File: config.mk
export PLATFORM = sky130hd
export DESIGN_NAME = countdown_timer
export DESIGN_NICKNAME = d
export VERILOG_FILES = /design/src/rtl/countdown_timer.sv
export SDC_FILE = /design/constraint.sdc
export NUM_CORES = 1
export LEC_CHECK = 0
export CORE_MARGIN = 2
export CORE_UTILIZATION = 55
export CTS_CLUSTER_SIZE = 30
export DETAILED_ROUTE_END_ITERATION = 7
export PLACE_DENSITY = 0.93
export SETUP_SLACK_MARGIN = 0.3
export SYNTH_ARGS = -nofsm -noshare
export SYNTH_HDL_FRONTEND = slang
export SYNTH_SLANG_ARGS = --single-unit
File: constraint.sdc
create_clock -name clk -period 4.5 [get_ports clk]
set_input_delay 0.675 -clock clk [delete_from_list [all_inputs] [get_ports clk]]
set_output_delay 0.675 -clock clk [all_outputs]
set_load 0.01 [all_outputs]
File: src/rtl/countdown_timer.sv
// countdown_timer
//   Loadable, pausable down-counter with a registered one-cycle
//   terminal-count strobe and optional auto-reload.
//
//   Ports
//     clk        in   rising-edge clock
//     reset      in   asynchronous, active-low reset
//     load       in   capture load_val into reload register and count, go IDLE
//     load_val   in   WIDTH value captured by load
//     start      in   begin counting from IDLE, restart from DONE
//     pause      in   level; freezes counting while high in RUN
//     reload_en  in   level; reload count at zero instead of stopping
//     count      out  WIDTH current count (registered)
//     busy       out  high in RUN or HOLD
//     tc         out  registered one-cycle terminal-count strobe
//     done       out  high in DONE
//
//   Edge priority: load > start > pause.
module countdown_timer #(
   parameter int unsigned WIDTH = 8
) (
   input  logic             clk,
   input  logic             reset,
   input  logic             load,
   input  logic [WIDTH-1:0] load_val,
   input  logic             start,
   input  logic             pause,
   input  logic             reload_en,
   output logic [WIDTH-1:0] count,
   output logic             busy,
   output logic             tc,
   output logic             done
);

   typedef enum logic [1:0] {
      IDLE = 2'd0,
      RUN  = 2'd1,
      HOLD = 2'd2,
      DONE = 2'd3
   } state_t;

   state_t           state_q,  state_d;
   logic [WIDTH-1:0] count_q,  count_d;
   logic [WIDTH-1:0] reload_q, reload_d;
   logic             tc_q,     tc_d;

   always_ff @(posedge clk or negedge reset) begin
      if (!reset) begin
         state_q  <= IDLE;
         count_q  <= '0;
         reload_q <= '0;
         tc_q     <= 1'b0;
      end else begin
         state_q  <= state_d;
         count_q  <= count_d;
         reload_q <= reload_d;
         tc_q     <= tc_d;
      end
   end

   always_comb begin
      state_d  = state_q;
      count_d  = count_q;
      reload_d = reload_q;
      tc_d     = 1'b0;

      if (load) begin
         // Aborts anything in progress, whatever the state.
         reload_d = load_val;
         count_d  = load_val;
         state_d  = IDLE;
      end else begin
         case (state_q)
            IDLE: begin
               if (start) begin
                  if (count_q != '0) begin
                     state_d = RUN;
                  end else begin
                     state_d = DONE;
                     tc_d    = 1'b1;
                  end
               end
            end

            RUN: begin
               if (pause) begin
                  state_d = HOLD;
               end else if (count_q != '0) begin
                  count_d = count_q - WIDTH'(1);
                  tc_d    = (count_q == WIDTH'(1));
               end else if (reload_en && (reload_q != '0)) begin
                  count_d = reload_q;
               end else begin
                  state_d = DONE;
               end
            end

            HOLD: begin
               if (!pause) begin
                  state_d = RUN;
               end
            end

            DONE: begin
               if (start) begin
                  if (reload_q != '0) begin
                     count_d = reload_q;
                     state_d = RUN;
                  end else begin
                     // A held start with a zero reload value must not keep
                     // tc high on back-to-back cycles.
                     tc_d = ~tc_q;
                  end
               end
            end

            default: state_d = IDLE;
         endcase
      end
   end

   assign count = count_q;
   assign tc    = tc_q;
   assign busy  = (state_q == RUN) || (state_q == HOLD);
   assign done  = (state_q == DONE);

endmodule

==> results of run 1 <==
==> worst min-delay path, cell delays in order (launching register included) <==
cell and delay (ns):
dfrtp_1 0.42, inv_1 0.06, o21ai_1 0.05
==> sequential cells by signal, summed over array words and instances (netlist names) <==
| signal | cells |
|---|---|
| reload_q | 8 |
| count | 8 |
| tc | 1 |
| state_q | 2 |
==> kinds of logic (layout without fill, tap and decap cells) <==
| kind of cell | count (synthesis) | after routing | synth area share, % |
|---|---|---|---|
| compound gates | 38 | 38 | 22.4 |
| xor+xnor | 4 | 4 | 2.71 |
| fa+ha+maj | 8 | 8 | 7.74 |
| buf+inv | 21 | 44 | 7.36 |
| flops | 19 | 19 | 36.8 |
| mux | 5 | 5 | 4.16 |
| simple gates | 43 | 43 | 18.9 |
==> worst max-delay path by stage <==
| stage | depth (start not counted) | startpoint | slack [ns] | to |
|---|---|---|---|---|
| 2_1_floorplan | 6 | pause | 2.55 | count[5] |
| 3_3_place_gp | 4 | load | 2.04 | count[4] |
| 3_5_place_dp | 6 | pause | 1.93 | count[3] |
| 4_1_cts | 3 | state_q[0] | 2.15 | busy |
| 5_1_grt | 5 | count[4] | 1.99 | count[3] |
| 6_report | 3 | state_q[0] | 2.14 | busy |
==> metal layers <==
layer	GRT usage, %	vias up
met4	13.7	0
met1	30.8	538
met2	40.4	53
met3	3.43	9
met5	0	-
li1	-	545
==> report_power, final <==
| part | total (mW) | internal, mW | switching (mW) |
|---|---|---|---|
| clock | 0.0911 | 0.0346 | 0.0564 |
| combinational | 0.403 | 0.195 | 0.208 |
| sequential | 0.268 | 0.208 | 0.0602 |
==> final cells by class <==
cell class                      instances  area, sq um
Sequential cell                        19          475
Clock buffer                            4         26.3
Fill cell                             180          649
Inverter                               15         56.3
Timing Repair Buffer                   25          248
Multi-Input combinational cell         98          722
Tap cell                               28         35.0
==> per-stage QoR <==
step / area (sq um) / instances / total power [mW]
2_1_floorplan: 1290 / 138 / 0.540
3_3_place_gp: 1540 / 185 / 0.646
3_5_place_dp: 1540 / 185 / 0.670
4_1_cts: 1560 / 189 / 0.761
5_1_grt: 1560 / 189 / 0.815
6_report: 1560 / 189 / 0.762
==> synth_stat cells, drive strengths merged <==
cell     number
dfrtp        19
inv          15
nand2        14
o21ai        11
nor2          9
ha            8
a21oi         5
nand3         5
nor4          5
o311ai        5
a31oi         4
buf           4
mux2          3
nor3          3
xnor2         3
a211o         2
a211oi        2
a311oi        2
clkbuf        2
mux2i         2
o21a          2
a21bo         1
a21boi        1
a2bb2oi       1
a41oi         1
and2          1
nand2b        1
nand3b        1
nor2b         1
nor3b         1
o32ai         1
or3           1
or4           1
xor2          1
==> metrics.md, run 1 <==
| Metric | Value |
|---|---|
| Hold bufs inserted after CTS | `0` |
| DRC | `0` |
| Detailed-route via count | `1145` |
| WP data required | `3.83 ns` |
| Reg2Reg Setup Slack | `2.24 ns` |
| Sequential share of the synthesized area | `36.8%` |
| CP Buf/Inv Count | `2` |
| Hold Path Class | `flip-flop to flip-flop` |
| Synth top area cells | `dfrtp_1 (37%), ha_1 (7.7%), inv_1 (4.4%), nand2_1 (4.1%), o311ai_1 (3.4%)` |
| Top layer in use | `met4` |
| TritonCTS sink count | `19` |
| Worst path arrival time | `1.69 ns` |
| Cell family with the largest share of critical-path delay | `buffers and inverters` |
| Max-cap violation count | `0` |
| Crit Path Category | `flip-flop to output port` |
| Final Critical Period | `2.36 ns` |
| Synth area leader | `dfrtp_1` |
| Nets@finish | `184` |
| FF-to-FF End | `count[3]` |
| Layout Utilization | `70.6%` |
| Met2 WL | `1410 um` |
| Vias in the first global route | `1103` |
| DRT iter0 DRCs | `32` |
| Tcrit/Tclk final | `52.5%` |
| Metal-1 WL | `1240 um` |
| WHS Path Cells | `2` |
| Power Dens Cells | `488 nW/um^2` |
| CTS Root Cell | `clkbuf_4` |
| Die area | `2750 sq um` |
| Post-CTS Setup Bufs | `0` |
| Core ar. | `2210 sq um` |
| HP Start | `reload_q[0]` |
| Syn avg cell area | `9.37 sq um` |
| Setup Viol. Count Final | `0` |
| Vias/cell | `6.06` |
| Crit path launch type | `flip-flop` |
| CTS buffer count | `3` |
| CTS H-tree lvls | `1` |
| Reg-to-Reg Start | `count[4]` |
| Fin. Hold Viols | `0` |
| Die Ht | `52.5 um` |
| Port buffer count | `24` |
| Critical path cell sequence | `inv_1, ha_1, clkdlybuf4s50_1` |
| First-pass GRT wire length | `4890 um` |
| Max Freq | `424 MHz` |
| GP Congestion | `0.808` |
| Yosys cell types | `41` |
| Max transition margin | `43.4%` |
| Pre-CTS setup slack | `1.93 ns` |
| Tot GR Track Use | `24.6%` |
| Grt total ovfl | `0` |
| Initial core utilization | `58.4%` |
| WL/cell | `15.5 um` |
| Met3 WL | `202 um` |
| DRT Pass-1 Iters | `4` |
| Synth top area share | `36.8%` |
| Layout Skew | `0.00555 ns` |
| Commonest non-fill, non-tap cell in the layout | `clkdlybuf4s50_1` |
| Worst skew pair latency | `0.31 ns` |
| Share of post-route cells with drive strength above 1 | `8.70%` |
| Synthesized area | `1290 sq um` |
| Net count after synthesis | `160` |
| Crit end category | `output port` |
| Rows | `17` |
| Max-slew violations | `0` |
| Diode count | `0` |
| Worst-path fanout max | `4` |
| CTS tree | `built` |
| Worst-case reg-to-reg path depth | `5` |
| Max incr delay on CP | `0.54 ns` |
| Largest net degree at the start of global routing | `23` |
| Syn Inst Count | `138` |
| Routed wire length | `2930 um` |
| Commonest cells after routing, fill and taps aside | `clkdlybuf4s50_1 (24), dfrtp_1 (19), inv_1 (15)` |
| Setup tns final | `0 ns` |
| Hold_ws | `0.554 ns` |
| Routed Antenna Nets | `0` |
| Area grow syn2layout | `20.9%` |
| Leak pwr | `0.653 nW` |
| Synth Warn # | `0` |
| Post-CTS Resized | `0` |
| Setup ws final | `2.14 ns` |
| Longest Clk Path Bufs | `2` |
| Die Span X | `52.5 um` |
| VDD IR-drop max | `0.311 mV` |
| RSZ-0062 raised after global routing | `false` |
| Tightest Pin Transition | `0.846 ns` |
| Post-DP HPWL | `2200 um` |
| Io pins | `25` |
| Status | `finished, final reports clean` |
| FF+latch count, synth | `19` |
| Slowest library cell on the worst path | `clkdlybuf4s50_1` |
| Initial antenna violation count | `0` |
| Hold path endpoint | `reload_q[0]` |
| Worst-path clk slew | `0.11 ns` |
Power figures use the tool's default switching activity.
==> run 2: changes to the inputs <==
CORE_UTILIZATION = 51   (was 55)
PLACE_DENSITY = 0.88   (was 0.93)
clock period = 2.25 ns   (was 4.5 ns; I/O delays follow)
==> metrics.md, run 2 (synthesis results as in run 1) <==
| Metric | Value |
|---|---|
| Status | `finished, final reports clean` |
| Vias/cell | `5.73 (-5.4%)` |
| Setup Viol. Count Final | `0 (unchanged)` |
| Reg-to-Reg Start | `count[3]` |
| Reg2Reg Setup Slack | `0.36 ns (-1.88 ns)` |
| Initial core utilization | `53.1% (-5.3 points)` |
| CP Buf/Inv Count | `0 (-2)` |
| Final Cell Area | `1800 sq um (+15%)` |
| Met2 WL | `1650 um (+17%)` |
| Die Span X | `54.3 um (+3.6%)` |
| DRC | `0 (unchanged)` |
| Nets@finish | `200 (+8.7%)` |
| Commonest non-fill, non-tap cell in the layout | `clkdlybuf4s50_1` |
| Max-cap violation count | `0 (unchanged)` |
| Worst-case reg-to-reg path depth | `5 (unchanged)` |
| Tcrit/Tclk final | `84.1%` |
| Worst-path fanout max | `5 (+1)` |
| Post-DP HPWL | `2080 um (-5.4%)` |
| Worst-path clk slew | `0.11 ns (about the same)` |
| Tot GR Track Use | `22.6% (-2.0 points)` |
| DP Cell Count | `192 (+3.8%)` |
| CTS H-tree lvls | `1 (unchanged)` |
| Area grow syn2layout | `39.1%` |
| Final std cells w/o fill | `207 (+9.5%)` |
| Met3 WL | `163 um (-19%)` |
| Layout Utilization | `73.9% (+3.3 points)` |
| Leak pwr | `0.761 nW (+16%)` |
| Crit end category | `flip-flop` |
| Initial antenna violation count | `0 (unchanged)` |
| Worst path arrival time | `2.13 ns (+0.44 ns)` |
| Cell Area, Placed | `1590 sq um (+3.4%)` |
| FF-to-FF End | `count[7]` |
| Slowest library cell on the worst path | `or4_4` |
| DRT iter0 DRCs | `28 (-13%)` |
| Max-slew violations | `0 (unchanged)` |
| Max Freq | `528 MHz` |
| Port buffer count | `24 (unchanged)` |
| Worst skew pair latency | `0.30 ns (about the same)` |
| Fin. Hold Viols | `0 (unchanged)` |
| Crit path launch type | `flip-flop` |
| Routed Antenna Nets | `0 (unchanged)` |
| Max incr delay on CP | `0.60 ns (+0.06 ns)` |
| VDD IR-drop max | `0.642 mV (+110%)` |
| RSZ-0062 raised after global routing | `true` |
| CTS tree | `built` |
| Hold Path Class | `primary input to async pin` |
| Die Ht | `54.3 um (+3.6%)` |
| CTS Root Cell | `clkbuf_4` |
| Hold bufs inserted after CTS | `0 (unchanged)` |
| Vias in the first global route | `1153 (+4.5%)` |
| Metal-1 WL | `1490 um (+20%)` |
| Longest Clk Path Bufs | `2 (unchanged)` |
| Core ar. | `2430 sq um (+10%)` |
| Diode count | `0 (unchanged)` |
| Io pins | `25 (unchanged)` |
| Final Critical Period | `1.89 ns` |
| Routed wire length | `3330 um (+13%)` |
| Largest net degree at the start of global routing | `20 (-13%)` |
| CTS buffer count | `3 (unchanged)` |
| Commonest cells after routing, fill and taps aside | `clkdlybuf4s50_1 (23), dfrtp_1 (17), buf_4 (15)` |
| WL/cell | `16.1 um (+3.5%)` |
| TritonCTS sink count | `19 (unchanged)` |
| Critical path cell sequence | `or4_4, nor4_2, xnor2_1, a211o_1, a31oi_1` |
| DRT Pass-1 Iters | `4 (unchanged)` |
| Share of post-route cells with drive strength above 1 | `23.2% (+14 points)` |
| First-pass GRT wire length | `4840 um (-1.0%)` |
| Top layer in use | `met4` |
| Layout Skew | `0.00441 ns (-0.00114 ns)` |
| Cell family with the largest share of critical-path delay | `simple AND/OR/NAND/NOR gates` |
| GP Congestion | `0.825 (+2.1%)` |
| Tightest Pin Transition | `0.396 ns (-0.450 ns)` |
| Rows | `18 (+1)` |
| Power Dens Cells | `981 nW/um^2 (+100%)` |
| Crit Path Category | `flip-flop to flip-flop` |
| WP data required | `2.48 ns (-1.35 ns)` |
| Detailed-route via count | `1186 (+3.6%)` |
| Die area | `2950 sq um (+7.2%)` |
| Max transition margin | `73.3% (+30 points)` |
| Grt total ovfl | `0 (unchanged)` |
| Fill cells | `170 (-5.6%)` |
run 2: cell types whose count changed in the layout (fill, tap and decap cells not counted), moves of 2 or more:
| cell | previous run | this run |
|---|---|---|
| ha_1 | 8 | 5 |
| dfrtp_2 | 0 | 2 |
| ha_2 | 0 | 2 |
| nor4_4 | 1 | 3 |
| a211oi_4 | 0 | 2 |
| nor4_2 | 3 | 1 |
| buf_4 | 1 | 15 |
| dfrtp_1 | 19 | 17 |
run 2: what timing repair did:
item | in CTS | in global routing
gates cloned | 0 | 1
pin swaps | 1 | 8
endpoints found under the setup margin | 10 | 10
gates resized for setup | 8 | 11
endpoints found under the hold margin | 0 | 0
buffers inserted | 3 | 7
run 2: layout make-up:
class,instances,area [sq um],share of cell area (%)
clock inverters,1,5.00,0.278
repair buffers,41,397,22.1
flip-flops and latches,19,478,26.6
inverters,15,56.3,3.13
well taps,30,37.5,2.09
multi-input cells,98,802,44.6
clock buffers,3,22.5,1.25
run 2: worst max path at each step:
stage	from	end	slack, ns	depth (start not counted)
2_1_floorplan	count[4]	count[3]	0.32	7
3_3_place_gp	pause	count[6]	0.1	7
3_5_place_dp	pause	count[7]	-0.02	7
4_1_cts	state_q[1]	count[7]	0.29	8
5_1_grt	reload_q[3]	count[3]	0.28	6
6_report	count[3]	count[7]	0.36	5
run 2: power breakdown:
group	switching, mW	internal, mW	leakage, nW	total [mW]
Combinational	0.511	0.541	0.515	1.05
Clock	0.110	0.0664	0.0177	0.177
Sequential	0.118	0.417	0.228	0.535
run 2: stage by stage:
step	worst slack (ns)	TNS (ns)	power (mW)	hold WS, ns
6_report	0.357	0	1.76	0.351
5_1_grt	0.275	0	1.87	0.395
3_3_place_gp	0.0991	0	1.35	0.525
2_1_floorplan	0.322	0	1.08	0.0419
3_5_place_dp	-0.0200	-0.0222	1.38	0.534
4_1_cts	0.293	0	1.61	0.351
run 2: metal layers:
metal	up-vias	global-route usage (%)
met5	-	0
met4	0	12.5
met3	4	4.64
met2	38	38.4
met1	577	26.5
li1	567	-
